[config.mk]
export PLATFORM = sky130hd
export DESIGN_NAME = mem_port_sched
export DESIGN_NICKNAME = d
export VERILOG_FILES = /design/src/rtl/mem_sched_pkg.sv /design/src/rtl/dbg_handshake.sv /design/src/rtl/mem_port_sched.sv
export SDC_FILE = /design/constraint.sdc
export NUM_CORES = 1
export LEC_CHECK = 0
export CAP_MARGIN = 20
export CORE_ASPECT_RATIO = 0.75
export CORE_MARGIN = 4
export CORE_UTILIZATION = 34
export CTS_CLUSTER_DIAMETER = 80
export DETAILED_ROUTE_END_ITERATION = 12
export PLACE_DENSITY = 0.8
export SYNTH_ARGS = -nofsm -noshare
export SYNTH_HDL_FRONTEND = slang
export SYNTH_SLANG_ARGS = --single-unit
[constraint.sdc]
create_clock -name clock -period 4 [get_ports clock]
set_input_delay 1.2 -clock clock [delete_from_list [all_inputs] [get_ports clock]]
set_output_delay 1.2 -clock clock [all_outputs]
set_load 0.02 [all_outputs]
[src/rtl/mem_sched_pkg.sv]
// rtl/mem_sched_pkg.sv - shared types and phase indices for the memory port scheduler
package mem_sched_pkg;

   typedef enum logic [1:0] {
      RD_NONE  = 2'd0,
      RD_FETCH = 2'd1,
      RD_DATA  = 2'd2,
      RD_DBG   = 2'd3
   } rd_src_t;

   typedef enum logic [1:0] {
      D_IDLE = 2'd0,
      D_ACC  = 2'd1,
      D_ACK  = 2'd2
   } dbg_state_t;

   localparam int PH_FETCH = 0;
   localparam int PH_MEM   = 3;

endpackage

[src/rtl/dbg_handshake.sv]
// rtl/dbg_handshake.sv - four-phase debug handshake FSM and blocked-cycle counter
module dbg_handshake #(
   parameter int DATA_W = 16,
   parameter int WCNT_W = 16
) (
   input  logic              clock,
   input  logic              reset,
   input  logic              dbg_req,
   input  logic              dbg_we,
   input  logic              cpu_grant,
   input  logic              clr_stats,
   input  logic [DATA_W-1:0] mem_rdata,
   output logic              dbg_grant,
   output logic              dbg_ack,
   output logic [DATA_W-1:0] dbg_rdata,
   output logic [WCNT_W-1:0] wait_cnt
);
   import mem_sched_pkg::*;

   dbg_state_t state;
   logic       acc_read;

   // Debug only ever takes a cycle the CPU left idle.
   assign dbg_grant = (state == D_IDLE) && dbg_req && !cpu_grant;

   always_ff @(posedge clock or negedge reset) begin
      if (!reset) begin
         state     <= D_IDLE;
         dbg_ack   <= 1'b0;
         dbg_rdata <= '0;
         acc_read  <= 1'b0;
         wait_cnt  <= '0;
      end else begin
         case (state)
            D_IDLE: begin
               if (dbg_grant) begin
                  state    <= D_ACC;
                  acc_read <= !dbg_we;
               end
            end
            D_ACC: begin
               state   <= D_ACK;
               dbg_ack <= 1'b1;
               if (acc_read) dbg_rdata <= mem_rdata;
            end
            D_ACK: begin
               if (!dbg_req) begin
                  state   <= D_IDLE;
                  dbg_ack <= 1'b0;
               end
            end
            default: state <= D_IDLE;
         endcase

         if (clr_stats)
            wait_cnt <= '0;
         else if ((state == D_IDLE) && dbg_req && cpu_grant && (wait_cnt != '1))
            wait_cnt <= wait_cnt + WCNT_W'(1);
      end
   end

endmodule

[src/rtl/mem_port_sched.sv]
// rtl/mem_port_sched.sv - single-port memory scheduler: fetch, load/store, debug
module mem_port_sched #(
   parameter int ADDR_W = 12,
   parameter int DATA_W = 16,
   parameter int WCNT_W = 16
) (
   input  logic              clock,
   input  logic              reset,
   input  logic [4:0]        phase,
   input  logic [ADDR_W-1:0] pc,
   input  logic              dm_re,
   input  logic              dm_we,
   input  logic [ADDR_W-1:0] dm_addr,
   input  logic [DATA_W-1:0] dm_wdata,
   output logic [DATA_W-1:0] inst,
   output logic              inst_valid,
   output logic [DATA_W-1:0] load_data,
   output logic              load_valid,
   input  logic              dbg_req,
   input  logic              dbg_we,
   input  logic [ADDR_W-1:0] dbg_addr,
   input  logic [DATA_W-1:0] dbg_wdata,
   output logic              dbg_ack,
   output logic [DATA_W-1:0] dbg_rdata,
   input  logic              clr_stats,
   output logic [WCNT_W-1:0] wait_cnt,
   output logic              mem_en,
   output logic              mem_we,
   output logic [ADDR_W-1:0] mem_addr,
   output logic [DATA_W-1:0] mem_wdata,
   input  logic [DATA_W-1:0] mem_rdata
);
   import mem_sched_pkg::*;

   logic    fetch_grant;
   logic    data_grant;
   logic    cpu_grant;
   logic    dbg_grant;
   rd_src_t rd_src;
   rd_src_t rd_src_next;
   logic    phase_unused;

   assign phase_unused = ^{phase[4], phase[2:1]};

   // Fetch beats a load/store if a malformed phase vector carries both.
   assign fetch_grant = phase[PH_FETCH];
   assign data_grant  = phase[PH_MEM] && (dm_re || dm_we) && !fetch_grant;
   assign cpu_grant   = fetch_grant || data_grant;

   always_comb begin
      mem_en      = 1'b0;
      mem_we      = 1'b0;
      mem_addr    = '0;
      mem_wdata   = '0;
      rd_src_next = RD_NONE;
      if (reset) begin
         if (fetch_grant) begin
            mem_en      = 1'b1;
            mem_addr    = pc;
            rd_src_next = RD_FETCH;
         end else if (data_grant) begin
            mem_en      = 1'b1;
            mem_we      = dm_we;
            mem_addr    = dm_addr;
            mem_wdata   = dm_wdata;
            rd_src_next = dm_we ? RD_NONE : RD_DATA;
         end else if (dbg_grant) begin
            mem_en      = 1'b1;
            mem_we      = dbg_we;
            mem_addr    = dbg_addr;
            mem_wdata   = dbg_wdata;
            rd_src_next = dbg_we ? RD_NONE : RD_DBG;
         end
      end
   end

   always_ff @(posedge clock or negedge reset) begin
      if (!reset) rd_src <= RD_NONE;
      else        rd_src <= rd_src_next;
   end

   assign inst       = mem_rdata;
   assign load_data  = mem_rdata;
   assign inst_valid = (rd_src == RD_FETCH);
   assign load_valid = (rd_src == RD_DATA);

   dbg_handshake #(
      .DATA_W(DATA_W),
      .WCNT_W(WCNT_W)
   ) u_dbg (
      .clock     (clock),
      .reset     (reset),
      .dbg_req   (dbg_req),
      .dbg_we    (dbg_we),
      .cpu_grant (cpu_grant),
      .clr_stats (clr_stats),
      .mem_rdata (mem_rdata),
      .dbg_grant (dbg_grant),
      .dbg_ack   (dbg_ack),
      .dbg_rdata (dbg_rdata),
      .wait_cnt  (wait_cnt)
   );

endmodule

## Word level (Yosys, flattened, before mapping)

Cells that the tools add are included.

| cells by class | value |
|---|---|
| reduce and logical (&&, ||, !) cells | 18 |
| order comparisons | 0 |
| shift-type cells | 0 |
| bitwise operators | 0 |
| add/sub/neg operators | 1 |
| multipliers | 0 |
| muxes and demuxes | 29 |
| divide/modulo/power cells | 0 |
| equal/unequal tests | 7 |

Operators by type and width:

| cell | number |
|---|---|
| 16-bit 2-to-1 mux | 6 |
| 12-bit 2-to-1 mux | 4 |
| 16-bit by 1-bit adder with 16-bit output (second input constant) | 1 |
| 2-bit 2-to-1 mux | 8 |
| 16-bit != test (second input constant) | 1 |
| 1-bit 2-to-1 mux | 9 |
| 2-bit AND reduction | 4 |
| 1-bit logical AND | 6 |
| 2-bit one-hot mux with 3 select lines | 1 |
| 2-bit by 1-bit equality test with 1-bit output (second input constant) | 2 |
| 2-bit equality test (second input constant) | 2 |
| 2-bit != test (second input constant) | 2 |
| 2-bit nonzero test | 2 |
| 1-bit logical NOT | 3 |
| 2-bit logical NOT | 1 |
| 1-bit logical OR | 2 |
| 1-bit one-hot mux with 2 select lines | 1 |

| word-level totals | value |
|---|---|
| register bits after elaboration | 38 |
| memory bits (writable) | 0 |
| bits of input ports | 96 |
| word-level logic and storage cells | 61 |
| memories kept | 0 |
| memory bits (read-only) | 0 |
| output and inout bits | 97 |
| bits in latches | 0 |

## Logic depth before layout (Yosys ltp)

Gate-level depths: netlist of run 1.

| logic depth | value |
|---|---|
| depth after elaboration | 10 |
| depth in mapped cells | 7 |
| depth with buffers taken out | 5 |

## Cells and area by module

From an unflattened synthesis of run 1, not the netlist that was laid out.

| second synthesis, totals | value |
|---|---|
| cell total of the unflattened synthesis | 290 |
| area, all modules | 2637.5 µm² |

By module, submodules not included:

| module | sequential area each (µm²) | cells each | times used | area an instance (µm²) |
|---|---|---|---|---|
| dbg_handshake | 900.9 | 153 | 1 | 1745.4 |
| mem_port_sched | 50.0 | 137 | 1 | 892.1 |

## Least setup slack after synthesis of run 1

OpenSTA, ideal clock, no wires.

| path | value |
|---|---|
| path type | in2out |
| from | in dbg_req |
| to | out mem_wdata[10] |
| required time | 2.800 ns |
| path slack | 0.137 ns |
| buffers on the path | 2 |
| cell stages on the path | 6 |
| arrival | 2.663 ns |
| cells stage by stage | or3b_4 nor3_1 buf_2 buf_2 a22oi_1 nor2_1 |

| on the way | value |
|---|---|
| word-level cells in the longest chain between the ends | 6 |

RTL lines:

| what | line | RTL |
|---|---|---|
| start, declared | mem_port_sched.sv:19 | `input logic dbg_req,` |
| 1-bit logical AND (2 in series) | dbg_handshake.sv:24 | `assign dbg_grant = (state == D_IDLE) && dbg_req && !cpu_grant;` |
| 16-bit 2-to-1 mux | mem_port_sched.sv:67 | `end else if (dbg_grant) begin` |
| 16-bit 2-to-1 mux | mem_port_sched.sv:61 | `end else if (data_grant) begin` |
| 16-bit 2-to-1 mux | mem_port_sched.sv:57 | `if (fetch_grant) begin` |
| 16-bit 2-to-1 mux | mem_port_sched.sv:56 | `if (reset) begin` |
| end, declared | mem_port_sched.sv:30 | `output logic [DATA_W-1:0] mem_wdata,` |

Every way passes these cells.

## Final worst setup path of run 1

| path | value |
|---|---|
| from | in dbg_req |
| to | out mem_addr[6] |

| on the way | value |
|---|---|
| word-level cells in the longest chain between the ends | 6 |

RTL lines:

| what | line | RTL |
|---|---|---|
| 1-bit logical AND (2 in series) | dbg_handshake.sv:24 |  |
| 12-bit 2-to-1 mux | mem_port_sched.sv:67 |  |
| 12-bit 2-to-1 mux | mem_port_sched.sv:61 |  |
| 12-bit 2-to-1 mux | mem_port_sched.sv:57 |  |
| 12-bit 2-to-1 mux | mem_port_sched.sv:56 |  |
| end, declared | mem_port_sched.sv:29 | `output logic [ADDR_W-1:0] mem_addr,` |

Every way passes these cells.

==> impl_metrics.csv, run 1 <==
group,metric,value,unit
outcome,outcome,"complete, no violations",
place,hpwl,6720,um
yosys,yosys.area_share.xor_xnor,0,%
clocking,cts_tree,"yes",
cells_and_area,syn2layout_area_growth,80.9,%
yosys,synthCells,262,
yosys,synthSimpleGateAreaFrac,19.0,%
pwr,p_clk_share,25.7,%
yosys,ys.flop_type,"dfrtp_1",
sta,hold_violations,0,
grt,grt_max_degree,33,
yosys,synth_top_family_by_area,"compound AO/OA/AOI/OAI gates",
sta,worstMarginPinSlew,0.769,ns
worst_setup_path,cp_cell_sequence,"clkbuf_2, or3b_4, nor3_4, buf_6, buf_12, a222oi_1, nor2b_1, buf_4",
clocking,cts_buffers,5,
worst_setup_path,crit_type,"input pin to output pin",
clocking,clkLatencyLatePin,0.29,ns
pwr,powerDensity,344,nW/um2
sta,fin_skew,0.00829,ns
sta,finalMaxSlewViolations,0,
clocking,clk_pin_slew_worst_paths,0.08,ns
place,io_buffers,189,
cells_and_area,insertedDiodeCount,0,
pwr,vdd_drop_max,203,uV
worst_setup_path,cp-start-kind,"input pin",
yosys,ys_seq_area_share,38.9,%
grt,antenna_found_initial,0,
yosys,ys_seq_elements,38,
place,placed_cells,517,
yosys,synth_cell_type_count,35,
yosys,muxShareOfSynthArea,8.29,%
drt,wl_per_cell,16.2,um
place,dp_slack,-0.652,ns
drt,firstDrtPassIters,4,
floorplanning,start_util,35.4,%
floorplanning,die_x,106,um
cells_and_area,finalNonFillerCells,528,
worst_setup_path,worstPathBufferInverterCount,4,
drt,drtAntennaViolNets,0,
worst_setup_path,rr_worst_depth,5,
cells_and_area,drive_above_1_share,18.8,%
place,gp_congestion,0.800,
drt,vias,2719,
worst_setup_path,timing.rr.end,"u_dbg.wait_cnt[14]$_DFFE_PN0P_",
hold_path,holdCritPathClass,"flop to flop",
floorplanning,io_pins,193,
worst_setup_path,cp_slowest_stage_delay,0.40,ns
floorplanning,die_h,81.4,um
cells_and_area,final_nets,526,
pwr,p_int,0.00106,W
worst_setup_path,end_kind,"output pin",
grt,grt_pass1_vias,2597,
cells_and_area,fin_util,64.1,%
pwr,p_switching,0.000461,W
pwr,power_leakage,1.78,nW
drt,vias_per_cell,5.15,
yosys,synth_compound_area_share,20.1,%
worst_setup_path,crit_required,2.80,ns
worst_setup_path,startpoint,"dbg_req",
sta,fmax,265,MHz
worst_setup_path,crit_path_end,"mem_addr[6]",
clocking,ctsHoldBuffers,0,
run,max_cap_violations,0,
drt,drt_iter0_markers,131,
yosys,async_reset_ff_share,100,%
worst_setup_path,r2r_start,"u_dbg.state[0]$_DFFE_PN0P_",
yosys,yosys-top-cells-count,"38 x dfrtp_1, 32 x buf_4, 23 x nor2_1",
worst_setup_path,cp_max_fo,11,
pwr,share_comb_of_total_power,41.1,%
sta,grt_setup_unrepaired,"no",
worst_setup_path,cp.arrival,2.58,ns
cells_and_area,regArea,951,um2
cells_and_area,multi_input_area,1190,um2
yosys,synth_area_leaders,"dfrtp_1 39%, buf_4 9.8%, mux2_2 8.3%",
worst_setup_path,regToRegSetupSlack,1.74,ns
pwr,swShare,30.4,%
yosys,synthAdderAreaFrac,0.512,%
worst_setup_path,cp_top_family,"simple AND/OR/NAND/NOR gates",
sta,fin_crit_sh,94.5,%
cells_and_area,nFillCells,571,
yosys,synth_edf_count,0,
grt,overflow,0,
yosys,post-synth-top-area-fraction,38.9,%
sta,finalSetupViolations,0,
clocking,cts_sinks,38,
worst_setup_path,critPathSlowestCell,"or3b_4",
yosys,yosysMostFrequentCell,"dfrtp_1",
floorplanning,dieArea,8620,um2
yosys,syn_nets,359,
drt,drc_errors,0,
clocking,cts_root_buf,"clkbuf_8",
yosys,ys_warn_count,0,
yosys,synth_area_leader_cell,"dfrtp_1",
sta,final.min_clock_period,3.78,ns
floorplanning,fp.coreArea,6900,um2
pwr,seq_power_share,33.2,%
sta,maxSlewHeadroom,48.6,%
sta,fin_ws,0.220,ns
yosys,syn_area,2440,um2
clocking,htree_levels,2,
yosys,syn_avg_cell_area,9.33,um2
grt,grt_pass1_wl,12800,um
clocking,clockBufferDepth,2,
worst_setup_path,path_depth,8,
grt,track_usage,18.3,%
floorplanning,row_count,26,
drt,wirelength,8560,um
[layer usage]
layer / global-route usage [%] / routed length (um) / part of all wire, %
met5: 0 / 0 / 0
met2: 32.0 / 4260 / 50
met3: 5.89 / 732 / 8.5
met4: 2.07 / 22 / 0.26
met1: 23.1 / 3550 / 41
[final cells by class]
class / instances / share of cell area, %
clock buffer: 5 / 1.56
clock inverter: 3 / 1.56
inverter: 5 / 0.425
multi-input combinational: 171 / 26.9
sequential: 38 / 21.5
tap: 98 / 2.77
timing repair buffer: 208 / 45.2
[placed cells by master (no fill, tap or decap), types with 2 or more instances in the layout]
cell type	netlist	layout
dlymetal6s2s_1	0	4
dfrtp_1	38	38
nand2_1	5	5
o21ai_0	8	7
or4_1	8	8
o31ai_1	9	9
mux2_2	18	18
a22oi_1	17	17
nor4_1	3	2
buf_4	32	19
buf_12	0	3
nor3_1	3	2
buf_2	3	19
a222oi_1	12	12
clkbuf_8	0	5
a21oi_1	14	14
inv_1	5	5
nand3_1	9	9
clkdlybuf4s50_1	0	153
or3_1	5	5
nor2b_1	16	16
bufinv_16	0	2
o21a_1	2	2
clkdlybuf4s15_2	0	4
and4_1	2	2
nor2_1	23	22
o21ai_1	1	2
buf_6	0	3
nand4_1	5	5
[how the worst min path moves through the flow]
stage	end	startpoint	depth (start not counted)	slack, ns
4_1_cts	u_dbg.dbg_rdata[15]$_DFFE_PN0P_	u_dbg.dbg_rdata[15]$_DFFE_PN0P_	1	0.51
3_3_place_gp	u_dbg.dbg_rdata[12]$_DFFE_PN0P_	u_dbg.dbg_rdata[12]$_DFFE_PN0P_	1	0.49
2_1_floorplan	u_dbg.state[1]$_DFFE_PN0P_	u_dbg.state[1]$_DFFE_PN0P_	1	0.49
3_5_place_dp	u_dbg.dbg_rdata[15]$_DFFE_PN0P_	u_dbg.dbg_rdata[15]$_DFFE_PN0P_	1	0.49
5_1_grt	u_dbg.dbg_rdata[14]$_DFFE_PN0P_	u_dbg.dbg_rdata[14]$_DFFE_PN0P_	1	0.52
6_report	u_dbg.dbg_rdata[15]$_DFFE_PN0P_	u_dbg.dbg_rdata[15]$_DFFE_PN0P_	1	0.51
[stage by stage]
stage	hold slack (ns)	TNS (ns)	power, W	instance area, um2
after global routing	0.520	0	0.00159	4420
after floorplan	0.492	0	0.000797	2440
after detailed placement	0.492	-17.90	0.00114	4320
final	0.506	0	0.00152	4420
after global placement	0.486	-17.18	0.00113	4320
after CTS	0.510	0	0.00154	4410
[timing repair]
action	in CTS	in global routing
gates cloned	1	0
endpoints found under the hold margin	0	0
setup buffers	2	0
pin swaps	1	3
resized for setup	127	6
setup endpoints to repair	30	26
[sequential cells by signal (all words and copies together), names as in the netlist]
register and cells:
u_dbg.dbg_ack 1, u_dbg.wait_cnt 16, u_dbg.dbg_rdata 16, rd_src 2, u_dbg.acc_read 1, u_dbg.state 2
[logic make-up (layout without fill, tap and decap cells)]
family,count (synthesis),after routing
muxes,18,18
DFF,38,38
adders and majority gates,1,1
buffers and inverters,53,221
and+or+nand+nor,84,84
AOI/OAI and AO/OA,68,68
[power by group through the flow]
stage,clock network [W],registers [W],logic [W]
2_1_floorplan,0,0.000605,0.000192
3_3_place_gp,0,0.000507,0.000621
3_5_place_dp,0,0.000513,0.000632
4_1_cts,0.000401,0.000505,0.000633
5_1_grt,0.000419,0.000514,0.000662
6_report,0.000390,0.000505,0.000625
Note: power is estimated with default switching activity, not from simulation.
==> run 2, diff against run 1 <==
--- a/config.mk
+++ b/config.mk
@@ -6,12 +6,12 @@
 export NUM_CORES = 1
 export LEC_CHECK = 0
 export CAP_MARGIN = 20
-export CORE_ASPECT_RATIO = 0.75
-export CORE_MARGIN = 4
+export CORE_ASPECT_RATIO = 1.25
 export CORE_UTILIZATION = 34
 export CTS_CLUSTER_DIAMETER = 80
 export DETAILED_ROUTE_END_ITERATION = 12
 export PLACE_DENSITY = 0.8
+export REMOVE_ABC_BUFFERS = 1
 export SYNTH_ARGS = -nofsm -noshare
 export SYNTH_HDL_FRONTEND = slang
 export SYNTH_SLANG_ARGS = --single-unit
==> run 2 against run 1 <==
  * Wire length fell by 2.6%
  * Sequential cell count did not move
  * Sequential share of layout area rose by 0.20 points
  * Clock power fell by 31%
  * Combinational power barely moved
  * Power fell by 8.0%
  * First-iteration DRC count rose by 4.6%
  * Critical path depth did not move
  * Non-clock buffer count rose by 3
  * Critical endpoint is now mem_addr[9]
  * Largest cell class unchanged
  * Largest power group unchanged
==> impl_metrics.csv, run 2 (synthesis gave the netlist of run 1 again) <==
group,metric,value,unit
worst_setup_path,startpoint,"dbg_req",
cells_and_area,insertedDiodeCount,0,
clocking,cts_buffers,5,
cells_and_area,final_cell_mix,"153 x clkdlybuf4s50_1, 38 x dfrtp_1, 22 x nor2_1",
cells_and_area,drive_above_1_share,18.7,%
worst_setup_path,cp_cell_sequence,"clkbuf_2, or3b_4, nor3_4, buf_6, buf_12, a222oi_1, nor2b_1, buf_4",
grt,grt_pass1_vias,2656,
drt,vias,2734,
floorplanning,io_pins,193,
sta,finalSetupViolations,0,
floorplanning,row_count,34,
cells_and_area,largestRegisters,"u_dbg.dbg_rdata: 16 flops, u_dbg.wait_cnt: 16 flops",
sta,fin_hold_ws,0.505,ns
clocking,clkLatencyLatePin,0.28,ns
grt,overflow,0,
grt,antenna_found_initial,0,
worst_setup_path,crit_type,"input pin to output pin",
pwr,vdd_drop_max,269,uV
grt,grt_max_degree,30,
grt,track_usage,21.7,%
sta,hold_violations,0,
place,hpwl,6450,um
worst_setup_path,critPathSlowestCell,"or3b_4",
hold_path,holdCritPathClass,"flop to flop",
floorplanning,dieArea,7530,um2
outcome,outcome,"complete, no violations",
clocking,clockBufferDepth,2,
pwr,power_leakage,1.76,nW
floorplanning,fp.coreArea,6980,um2
clocking,cts_root_buf,"clkbuf_8",
drt,firstDrtPassIters,6,
worst_setup_path,r2r_start,"u_dbg.state[0]$_DFFE_PN0P_",
sta,fin_skew,0.00421,ns
drt,vias_per_cell,5.23,
clocking,clk_pin_slew_worst_paths,0.07,ns
run,max_cap_violations,0,
floorplanning,die_x,77.8,um
hold_path,hold_start,"u_dbg.dbg_rdata[15]$_DFFE_PN0P_",
floorplanning,start_util,35.0,%
clocking,htree_levels,2,
worst_setup_path,cp_slowest_stage_delay,0.40,ns
pwr,powerDensity,319,nW/um2
clocking,cts_tree,"yes",
sta,final.min_clock_period,3.79,ns
sta,fmax,264,MHz
sta,fin_crit_sh,94.7,%
drt,drtAntennaViolNets,0,
grt,grt_pass1_wl,13100,um
worst_setup_path,crit_required,2.80,ns
worst_setup_path,cp_max_fo,11,
place,io_buffers,189,
sta,finalMaxSlewViolations,0,
sta,grt_setup_unrepaired,"no",
clocking,cts_sinks,38,
cells_and_area,syn2layout_area_growth,79.2,%
drt,wirelength,8350,um
drt,drt_iter0_markers,137,
sta,maxSlewHeadroom,47.4,%
drt,drc_errors,0,
cells_and_area,final_nets,529,
floorplanning,die_h,96.8,um
place,gp_congestion,0.792,
worst_setup_path,end_kind,"output pin",
drt,wl_per_cell,16.0,um
worst_setup_path,cp-start-kind,"input pin",
worst_setup_path,cp.arrival,2.59,ns
sta,worstMarginPinSlew,0.786,ns
cells_and_area,fin_util,62.8,%
cells_and_area,final_common_cell,"clkdlybuf4s50_1",
[run 2: layer usage]
layer | global-route usage (%) | vias to the layer above | share of wire (%)
met5 | 0 | - | 0
met4 | 6.68 | 0 | 2.3
met3 | 4.62 | 17 | 8.1
met2 | 40.4 | 124 | 53
met1 | 24.2 | 1299 | 37
li1 | - | 1294 | -
[run 2: layout make-up]
cell class	count	area, um2
Timing Repair Buffer	211	2010
Multi-Input combinational cell	171	1190
Clock buffer	6	82.6
Sequential cell	38	951
Fill cell	605	2600
Tap cell	90	113
Inverter	5	18.8
Clock inverter	2	12.5
[run 2: per-stage QoR]
step	total power [W]	TNS, ns	cell area, um2	cells	setup slack, ns
final	0.00140	0	4380	523	0.211
after global routing	0.00147	0	4380	523	0.116
after CTS	0.00142	0	4370	523	0.0178
after detailed placement	0.00115	-15.71	4340	513	-0.619
after global placement	0.00113	-14.77	4340	513	-0.552
after floorplan	0.000742	-27.95	2140	214	-0.985
[run 2: timing repair]
item / CTS / global route
gates cloned: 1 / 0
setup endpoints to repair: 30 / 27
hold buffers: 0 / 0
setup buffers: 1 / 0
resized for setup: 114 / 8
pin swaps: 1 / 3
endpoints found under the hold margin: 0 / 0
[run 2: final timing paths]
kind	cells past startpoint	endpoint	slack, ns
worst max-delay path	8	mem_addr[9]	0.21
worst min register to register	1	u_dbg.dbg_rdata[15]$_DFFE_PN0P_	0.51
max in group asynchronous	3	u_dbg.wait_cnt[1]$_DFFE_PN0P_	2.70
worst min-delay path	1	u_dbg.dbg_rdata[15]$_DFFE_PN0P_	0.51
worst max register to register	5	u_dbg.wait_cnt[14]$_DFFE_PN0P_	1.73
min in group asynchronous	2	rd_src[1]$_DFF_PN0_	0.94
[run 2: critical path: cells and delay by family]
kind / cells / cell delay (ns)
compound gates: 1 / 0.08
buf+inv: 4 / 0.55
simple gates: 3 / 0.75
[run 2: power by group]
| group | total [W] | switching [W] | internal, W |
|---|---|---|---|
| registers | 0.000506 | 0.0000415 | 0.000464 |
| clock network | 0.000270 | 0.000131 | 0.000138 |
| logic | 0.000623 | 0.000279 | 0.000344 |
==> run 3, diff against run 2 <==
--- a/config.mk
+++ b/config.mk
@@ -8,7 +8,6 @@
 export CAP_MARGIN = 20
 export CORE_ASPECT_RATIO = 1.25
 export CORE_UTILIZATION = 34
-export CTS_CLUSTER_DIAMETER = 80
 export DETAILED_ROUTE_END_ITERATION = 12
 export PLACE_DENSITY = 0.8
 export REMOVE_ABC_BUFFERS = 1
==> results of run 3 <==
Final layout, timing and power as in run 2 (identical DEF).
